<file path="src/rtl/if_id_buffer_pkg.sv">
// if_id_buffer_pkg: shared bubble constants and fetch entry type for the IF/ID buffer
package if_id_buffer_pkg;
  localparam logic [31:0] BUBBLE_PC = 32'h0;
  localparam logic [31:0] NOP_INST = 32'h0;
  typedef struct packed {
    logic [31:0] pc;
    logic [31:0] inst;
  } fetch_entry_t;
endpackage

</file>
<file path="src/rtl/if_id_buffer_if.sv">
// if_id_buffer_if: fetch request/response, pipeline control and ID register signals
interface if_id_buffer_if;
  logic [31:0] if_pc;
  logic if_req_fire;
  logic if_req_allow;
  logic inst_rvalid;
  logic [31:0] inst_rdata;
  logic if_id_stall;
  logic if_id_refresh;
  logic id_valid;
  logic [31:0] id_pc;
  logic [31:0] id_inst;
  modport master (
    output if_pc, if_req_fire, inst_rvalid, inst_rdata, if_id_stall, if_id_refresh,
    input if_req_allow, id_valid, id_pc, id_inst
  );
  modport slave (
    input if_pc, if_req_fire, inst_rvalid, inst_rdata, if_id_stall, if_id_refresh,
    output if_req_allow, id_valid, id_pc, id_inst
  );
endinterface

</file>
<file path="src/rtl/if_id_buffer_sync_fifo.sv">
// sync_fifo: single-clock FIFO with flush, head-of-queue output and occupancy count
module sync_fifo #(
  parameter int W = 32,
  parameter int D = 2
) (
  input logic clk,
  input logic rst,
  input logic push,
  input logic pop,
  input logic flush,
  input logic [W-1:0] din,
  output logic [W-1:0] dout,
  output logic [$clog2(D):0] count
);
  localparam int AW = D > 1 ? $clog2(D) : 1;
  localparam int CW = $clog2(D) + 1;
  logic [W-1:0] mem [D];
  logic [AW-1:0] wp, rp;
  assign dout = mem[rp];
  always_ff @(posedge clk) begin
    if (rst || flush) begin
      wp <= '0;
      rp <= '0;
      count <= '0;
    end else begin
      if (push) begin
        mem[wp] <= din;
        wp <= wp == AW'(D - 1) ? '0 : wp + 1'b1;
      end
      if (pop) rp <= rp == AW'(D - 1) ? '0 : rp + 1'b1;
      count <= count + CW'(push) - CW'(pop);
    end
  end
endmodule

</file>
<file path="src/rtl/if_id_buffer.sv">
// if_id_buffer: tracks in-flight fetches, buffers responses under stall, drops wrong-path responses after refresh
module if_id_buffer
  import if_id_buffer_pkg::*;
#(
  parameter int MAX_OUT = 2,
  parameter int BUF_DEPTH = 2
) (
  input logic clk,
  input logic rst,
  if_id_buffer_if.slave bus
);
  localparam int CW = $clog2(MAX_OUT) + 1;
  localparam int BW = $clog2(BUF_DEPTH) + 1;
  localparam fetch_entry_t BUBBLE = '{pc: BUBBLE_PC, inst: NOP_INST};
  logic [CW-1:0] ocnt, dcnt, ocnt_next;
  logic [CW-1:0] pcnt;
  logic [BW-1:0] bcnt;
  logic [31:0] pq_head;
  fetch_entry_t bf_head, live_entry, id_q, id_next;
  logic live, bf_pop, bf_push, id_valid_q, valid_next;
  always_comb begin
    live = bus.inst_rvalid && dcnt == '0;
    ocnt_next = ocnt + CW'(bus.if_req_fire) - CW'(bus.inst_rvalid);
    bf_pop = !bus.if_id_refresh && !bus.if_id_stall && bcnt != '0;
    bf_push = live && !bus.if_id_refresh && (bus.if_id_stall || bcnt != '0);
    live_entry = '{pc: pq_head, inst: bus.inst_rdata};
    id_next = bf_pop ? bf_head : live ? live_entry : BUBBLE;
    valid_next = bf_pop || live;
  end
  // every live response is guaranteed a holding slot, so bf_push never overflows
  assign bus.if_req_allow = int'(ocnt) < MAX_OUT
                         && int'(ocnt) - int'(dcnt) + int'(bcnt) < BUF_DEPTH;
  assign bus.id_valid = id_valid_q;
  assign bus.id_pc = id_q.pc;
  assign bus.id_inst = id_q.inst;
  sync_fifo #(.W(32), .D(MAX_OUT)) u_pc_queue (
    .clk(clk),
    .rst(rst),
    .push(bus.if_req_fire && !bus.if_id_refresh),
    .pop(live && !bus.if_id_refresh),
    .flush(bus.if_id_refresh),
    .din(bus.if_pc),
    .dout(pq_head),
    .count(pcnt)
  );
  sync_fifo #(.W(64), .D(BUF_DEPTH)) u_hold_fifo (
    .clk(clk),
    .rst(rst),
    .push(bf_push),
    .pop(bf_pop),
    .flush(bus.if_id_refresh),
    .din(live_entry),
    .dout(bf_head),
    .count(bcnt)
  );
  // a request fired in the refresh cycle is wrong-path, so all of ocnt_next is stale
  always_ff @(posedge clk) begin
    if (rst) begin
      ocnt <= '0;
      dcnt <= '0;
      id_valid_q <= 1'b0;
      id_q <= BUBBLE;
    end else begin
      ocnt <= ocnt_next;
      dcnt <= bus.if_id_refresh ? ocnt_next : dcnt - CW'(bus.inst_rvalid && dcnt != '0);
      if (bus.if_id_refresh) begin
        id_valid_q <= 1'b0;
        id_q <= BUBBLE;
      end else if (!bus.if_id_stall) begin
        id_valid_q <= valid_next;
        id_q <= id_next;
      end
    end
  end
  a_fire_allowed: assert property (@(posedge clk) disable iff (rst) bus.if_req_fire |-> bus.if_req_allow);
  a_pq_tracks_live: assert property (@(posedge clk) disable iff (rst) int'(pcnt) == int'(ocnt) - int'(dcnt));
endmodule

</file>
<file path="src/flat_wrapper.sv">
// flat-port wrapper written by rule: the top's interface ports become plain ports
module if_id_buffer_flat import if_id_buffer_pkg::*;
#(
  parameter int MAX_OUT = 2,
  parameter int BUF_DEPTH = 2
)
  (clk, rst, bus_if_pc, bus_if_req_fire, bus_inst_rvalid, bus_inst_rdata, bus_if_id_stall, bus_if_id_refresh, bus_if_req_allow, bus_id_valid, bus_id_pc, bus_id_inst);
  if_id_buffer_if bus_i ();
  input logic clk;
  input logic rst;
  input wire logic [$bits(bus_i.if_pc)-1:0] bus_if_pc;
  input wire logic [$bits(bus_i.if_req_fire)-1:0] bus_if_req_fire;
  input wire logic [$bits(bus_i.inst_rvalid)-1:0] bus_inst_rvalid;
  input wire logic [$bits(bus_i.inst_rdata)-1:0] bus_inst_rdata;
  input wire logic [$bits(bus_i.if_id_stall)-1:0] bus_if_id_stall;
  input wire logic [$bits(bus_i.if_id_refresh)-1:0] bus_if_id_refresh;
  output wire logic [$bits(bus_i.if_req_allow)-1:0] bus_if_req_allow;
  output wire logic [$bits(bus_i.id_valid)-1:0] bus_id_valid;
  output wire logic [$bits(bus_i.id_pc)-1:0] bus_id_pc;
  output wire logic [$bits(bus_i.id_inst)-1:0] bus_id_inst;
  assign bus_i.if_pc = bus_if_pc;
  assign bus_i.if_req_fire = bus_if_req_fire;
  assign bus_i.inst_rvalid = bus_inst_rvalid;
  assign bus_i.inst_rdata = bus_inst_rdata;
  assign bus_i.if_id_stall = bus_if_id_stall;
  assign bus_i.if_id_refresh = bus_if_id_refresh;
  assign bus_if_req_allow = bus_i.if_req_allow;
  assign bus_id_valid = bus_i.id_valid;
  assign bus_id_pc = bus_i.id_pc;
  assign bus_id_inst = bus_i.id_inst;
  if_id_buffer #(.MAX_OUT(MAX_OUT), .BUF_DEPTH(BUF_DEPTH)) u_core (.clk(clk), .rst(rst), .bus(bus_i));
endmodule
</file>
<file path="config.mk">
export PLATFORM = sky130hd
export DESIGN_NAME = if_id_buffer_flat
export DESIGN_NICKNAME = d
export VERILOG_FILES = /design/src/rtl/if_id_buffer_pkg.sv /design/src/rtl/if_id_buffer_if.sv /design/src/rtl/if_id_buffer_sync_fifo.sv /design/src/rtl/if_id_buffer.sv /design/src/flat_wrapper.sv
export SDC_FILE = /design/constraint.sdc
export NUM_CORES = 1
export LEC_CHECK = 0
export CAP_MARGIN = 30
export CORE_MARGIN = 8
export CORE_UTILIZATION = 55
export DETAILED_ROUTE_END_ITERATION = 16
export GPL_TIMING_DRIVEN = 1
export PLACE_DENSITY = 0.79
export SYNTH_ARGS = -nofsm -noshare
export SYNTH_HDL_FRONTEND = slang
export SYNTH_SLANG_ARGS = --single-unit
</file>
<file path="constraint.sdc">
create_clock -name clk -period 11.3 [get_ports clk]
set_clock_uncertainty 0.05 [all_clocks]
set_input_delay 1.13 -clock clk [delete_from_list [all_inputs] [get_ports clk]]
set_output_delay 1.13 -clock clk [all_outputs]
set_load 0.01 [all_outputs]
</file>
Yosys cells after proc, flatten, opt, wreduce, memory -nomap -nowiden
Memory sizes are Yosys's and may differ from the RTL's. A register that Yosys moved wholly into a read port is not among the register bits.
Cells that the tools add are included.

storage, ports and cells
  latch bits = 0
  word-level logic and storage cells = 59
  memories = 2
  output and inout port bits = 66
  bits in writable memories = 192
  memory bits (read-only) = 0
  register bits after elaboration = 75

memories
  memory                  words  width  rd ports  clocked after memory_dff  wr ports  RTL line                      source
  u_core.u_hold_fifo.mem  2      64     1         1                         1         if_id_buffer_sync_fifo.sv:17  logic [W-1:0] mem [D];
  u_core.u_pc_queue.mem   2      32     1         1                         1         if_id_buffer_sync_fifo.sv:17

cells by class
  order comparisons = 2
  equality and inequality tests = 0
  muxes and demuxes = 17
  multiply operators = 0
  bitwise gates (word level) = 0
  div/mod/pow operators = 0
  shift-type cells = 0
  add/subtract/negate cells = 11
  reduce and logical (&&, ||, !) cells = 17

operator list
  kind                 number
  $mux 64              2
  $add 32x3->32        1
  $lt 32x3->1 const B  1
  $mux 1               14
  $logic_and 1x1->1    8
  $sub 2x1->2          3
  $add 1x1->1 const B  4
  $add 2x1->2          2
  $reduce_bool 2->1    2
  $logic_or 1x1->1     3
  $sub 2x2->3          1
  $logic_not 1->1      2
  $logic_not 2->1      1
  $lt 2x2->1 const B   1
  $mux 2               1
  $reduce_or 2->1      1

Longest topological paths before layout
  depth in word-level cells = 7
  mapped depth = 11
  depth with buffers taken out = 11

Cells and area by module
From an unflattened synthesis, not the netlist that was laid out.

unflattened totals
  cells, all modules = 739
  area total of the unflattened synthesis = 11621.1 sq um

by module, submodules not included
  module                           cells an instance  times used  area an instance (sq um)
  sync_fifo at u_core.u_hold_fifo  219                1           5138.7
  if_id_buffer                     400                1           3798.6
  sync_fifo at u_core.u_pc_queue   120                1           2683.8

Worst setup path after synthesis
Ideal clock, no wire load.

  path type = input port to flip-flop
  start point = in bus_inst_rvalid
  end point = mem u_core.u_hold_fifo.mem[0][0] (enable)
  cell stages on the path = 2
  data required time = 10.606 ns
  buffers on the path = 0
  setup slack = 2.932 ns
  library setup time = 0.644 ns
  data arrival time = 7.674 ns
  cells stage by stage = or3b_4 nor4_1

between the ends
  word-level cells in the longest chain between the ends = 6

RTL lines
  element                          RTL line                      source
  start, declared                  flat_wrapper.sv:13            input wire logic [$bits(bus_i.inst_rvalid)-1:0] bus_inst_rvalid;
  $logic_and 1x1->1                if_id_buffer.sv:22            live = bus.inst_rvalid && dcnt == '0;
  $logic_and 1x1->1 (2 in series)  if_id_buffer.sv:25            bf_push = live && !bus.if_id_refresh && (bus.if_id_stall || bcnt != '0);
  $mux 1                           if_id_buffer_sync_fifo.sv:26  if (push) begin
  $mux 1                           if_id_buffer_sync_fifo.sv:21  if (rst || flush) begin
  $mux 1 (implied by the code)     if_id_buffer_sync_fifo.sv:27  mem[wp] <= din;
  end, declared                    if_id_buffer_sync_fifo.sv:17

Every way passes these cells.

Worst setup path in the final report
  start point = reg u_core.dcnt[0]
  end point = out bus_if_req_allow

between the ends
  word-level cells in the longest chain between the ends = 4

RTL lines
  element                 RTL line            source
  start, declared         if_id_buffer.sv:15  logic [CW-1:0] ocnt, dcnt, ocnt_next;
  start signal, assigned  if_id_buffer.sv:65  dcnt <= bus.if_id_refresh ? ocnt_next : dcnt - CW'(bus.inst_rvalid && dcnt != '0);
  $sub 2x2->3             if_id_buffer.sv:32  && int'(ocnt) - int'(dcnt) + int'(bcnt) < BUF_DEPTH;
  $add 32x3->32           if_id_buffer.sv:32
  $lt 32x3->1             if_id_buffer.sv:32
  $logic_and 1x1->1       if_id_buffer.sv:32
  end, declared           flat_wrapper.sv:17  output wire logic [$bits(bus_i.if_req_allow)-1:0] bus_if_req_allow;

Every way passes these cells.

==> flow_summary_export.csv <==
group,metric,value,unit
run_status,status,"completed",
synth,yosysUniqueCellTypes,43,
setup_path,worstSetupPathType,"reg2out",
power_and_ir_drop,p_total,2.16,mW
setup_path,cp.arrival,3560,ps
cts,cts.htree.levels,1,
floorplanning,fp-row-count,51,
power_and_ir_drop,vdd_ir_drop_max,0.138,mV
synth,synth_top_area_frac,0.527,
cts,cts-buffers-inserted,28,
sta,setup_viol,0,
cts,cts_setup_buffers,0,
synth,yosysSeqAreaShare,0.668,
flow_run,maxCapViolCount,0,
place,hpwl,14.1,mm
layout,drive_gt1_frac,0.186,
route,first_pass_iters,6,
setup_path,cp_data_required_time,10120,ps
place,port_buffers,135,
synth,synth_nets,820,
global_route,grt_use_total,0.193,
layout,nets,927,
layout,mostFrequentLayoutCells,"edfxtp_1 (192), clkdlybuf4s50_1 (134), dfxtp_1 (75)",
place,place.gp.congestion,0.733,
route,routed_wl,24.2,mm
cts,cts_hold_buffers,0,
synth,synth_seq_cells,269,
synth,avgSynthCellArea,14.9,um2
cts,cts_root_buffer,"clkbuf_16",
global_route,grt_max_degree,97,
synth,syn_area,0.0109,mm2
global_route,grt_overflow,0,
cts,clk_pin_slew_worst_paths,60,ps
synth,syn_inst,735,
place,place_area,0.0124,mm2
power_and_ir_drop,p_leak,4.55,nW
route,detail_route.vias_per_cell,6.10,
sta,tns,0,ps
synth,yosysWarnings,0,
layout,postLayoutCellArea,0.0133,mm2
setup_path,cp_max_fo,5,
layout,fin_util,0.686,
setup_path,crit_path_end_kind,"output pin",
floorplanning,dieArea,0.0246,mm2
min_path,hold_path.class,"reg2reg",
floorplanning,start_util,0.562,
cts,clock_sinks,269,
sta,period_minus_slack,4740,ps
layout,regArea,0.00731,mm2
cts,ctsResizeCount,0,
floorplanning,io_pins,136,
layout,multi_input_area,0.00330,mm2
global_route,antenna_found_initial,0,
synth,synth_edf_count,192,
synth,synth_top_cells_by_area,"edfxtp_1 (53%), dfxtp_1 (14%), mux2_2 (6.2%)",
floorplanning,coreArea,0.0195,mm2
global_route,grt_pass1_wl,38.2,mm
sta,fin_crit_sh,0.420,
cts,tritoncts,"yes",
layout,fill_cells,1288,
layout,syn2layout_area_growth,22.0,%
route,drc,0,
setup_path,start_kind,"flop",
synth,yosysTopAreaCell,"edfxtp_1",
sta,tightest_slew,981,ps
floorplanning,fp.dieH,157,um
cts,clock_path_buffers,3,
sta,max_freq,211,MHz
synth,async_flop_share,0,
synth,synth-main-ff-cell,"edfxtp_1",
route,vias,6896,
cts,clk_latency,530,ps
global_route,grt_pass1_vias,7187,
sta,rsz0062_at_grt,"no",
route,wl_per_cell,21.4,um
route,antenna_left,0,
layout,final_common_cell,"edfxtp_1",
power_and_ir_drop,power_density,162,mW/mm2
floorplanning,die_w,157,um
sta,finalHoldViolations,0,
sta,relSlewSlack,0.345,
sta,maxSlewViolCount,0,
route,drt_iter0_markers,546,
==> area by class of cell <==
| class | instances | share of cell area |
|---|---|---|
| inverters | 9 | 0.00263 |
| diodes | 1 | 0.000188 |
| repair buffers | 145 | 0.111 |
| clock inverters | 14 | 0.00619 |
| multi-input cells | 389 | 0.247 |
| flip-flops and latches | 269 | 0.548 |
| well taps | 265 | 0.0248 |
| clock buffers | 38 | 0.0606 |
==> logic make-up (layout without fill, tap and decap cells) <==
logic type                 count (synthesis)  in the layout  share of synthesized area
muxes                                     96             96                     0.0952
AOI/OAI and AO/OA                        205            205                      0.147
adders and majority gates                 15             15                     0.0185
and+or+nand+nor                           66             66                     0.0314
buffers and inverters                     77            206                     0.0339
xor gates and xnor gates                   7              7                    0.00561
other                                      0              1                          0
DFF                                      269            269                      0.668
==> metal layers <==
metal | global-route usage | vias up | share of wire
met1 | 0.251 | 3454 | 0.43
met5 | 0 | - | 0
met4 | 0.0526 | 0 | 0.018
met3 | 0.0400 | 37 | 0.074
met2 | 0.323 | 275 | 0.48
li1 | - | 3130 | -
==> path summary, 6_finish.rpt <==
path                              start                             to  slack [ps]  cells past startpoint
setup / recovery         u_core.dcnt[0]               bus_if_req_allow        6560                     11
hold reg to reg   u_core.bus.id_inst[5]          u_core.bus.id_inst[5]         480                      1
setup reg to reg         u_core.dcnt[1]  u_core.u_hold_fifo.mem[1][19]        9000                      3
hold / removal    u_core.bus.id_inst[5]          u_core.bus.id_inst[5]         480                      1
==> registers in the layout, indices dropped and copies added, names as in the netlist, named ones only <==
register / cells
u_core.bus.id_valid: 1
u_core.u_pc_queue.mem: 64
u_core.u_hold_fifo.wp: 1
u_core.u_pc_queue.wp: 1
u_core.u_hold_fifo.rp: 1
u_core.bus.id_pc: 32
u_core.ocnt: 2
u_core.u_hold_fifo.count: 2
u_core.dcnt: 2
u_core.bus.id_inst: 32
u_core.u_hold_fifo.mem: 128
u_core.u_pc_queue.rp: 1
==> worst max-delay path, cell delays in order (launching register included) <==
cell and delay, ps:
dfxtp_1 370, ha_1 230, fa_1 480, inv_1 70, ha_1 280, and2_1 150
o21ai_0 130, ha_1 230, nor4_1 290, a41oi_1 160, nor2_1 110, clkdlybuf4s50_1 540
==> through the flow <==
step / worst slack (ps) / hold WS (ps) / cells
2_1_floorplan: 2930 / 417 / 735
3_3_place_gp: 7230 / 439 / 1074
3_5_place_dp: 7110 / 466 / 1076
4_1_cts: 6550 / 476 / 1128
5_1_grt: 6360 / 499 / 1129
6_report: 6560 / 477 / 1130
==> cell usage after synthesis, types with 2 or more instances <==
library cell  instances
a21oi_1               2
a31oi_1              32
and2_1                3
and3_1                2
buf_1                 6
buf_2                25
buf_4                13
clkbuf_1             23
dfxtp_1              77
edfxtp_1            192
fa_1                  2
ha_1                 13
inv_1                 8
mux2_1                4
mux2_2               60
mux2i_1              32
nand2_1               3
nand3_1              32
nor2_1               14
nor2b_1               2
nor3_1                2
nor4_1                2
o211a_1              32
o211ai_1             32
o21a_1                2
o21ai_0              37
o221a_1               2
o221a_2              30
o31ai_1              32
xnor2_1               4
xor2_1                3
==> power breakdown <==
part	switching, mW	internal, mW	leakage (nW)
sequential	0.0173	1.08	2.37
combinational	0.107	0.0956	1.73
clock	0.362	0.501	0.452
No activity file was read; power rests on OpenSTA's default activity.
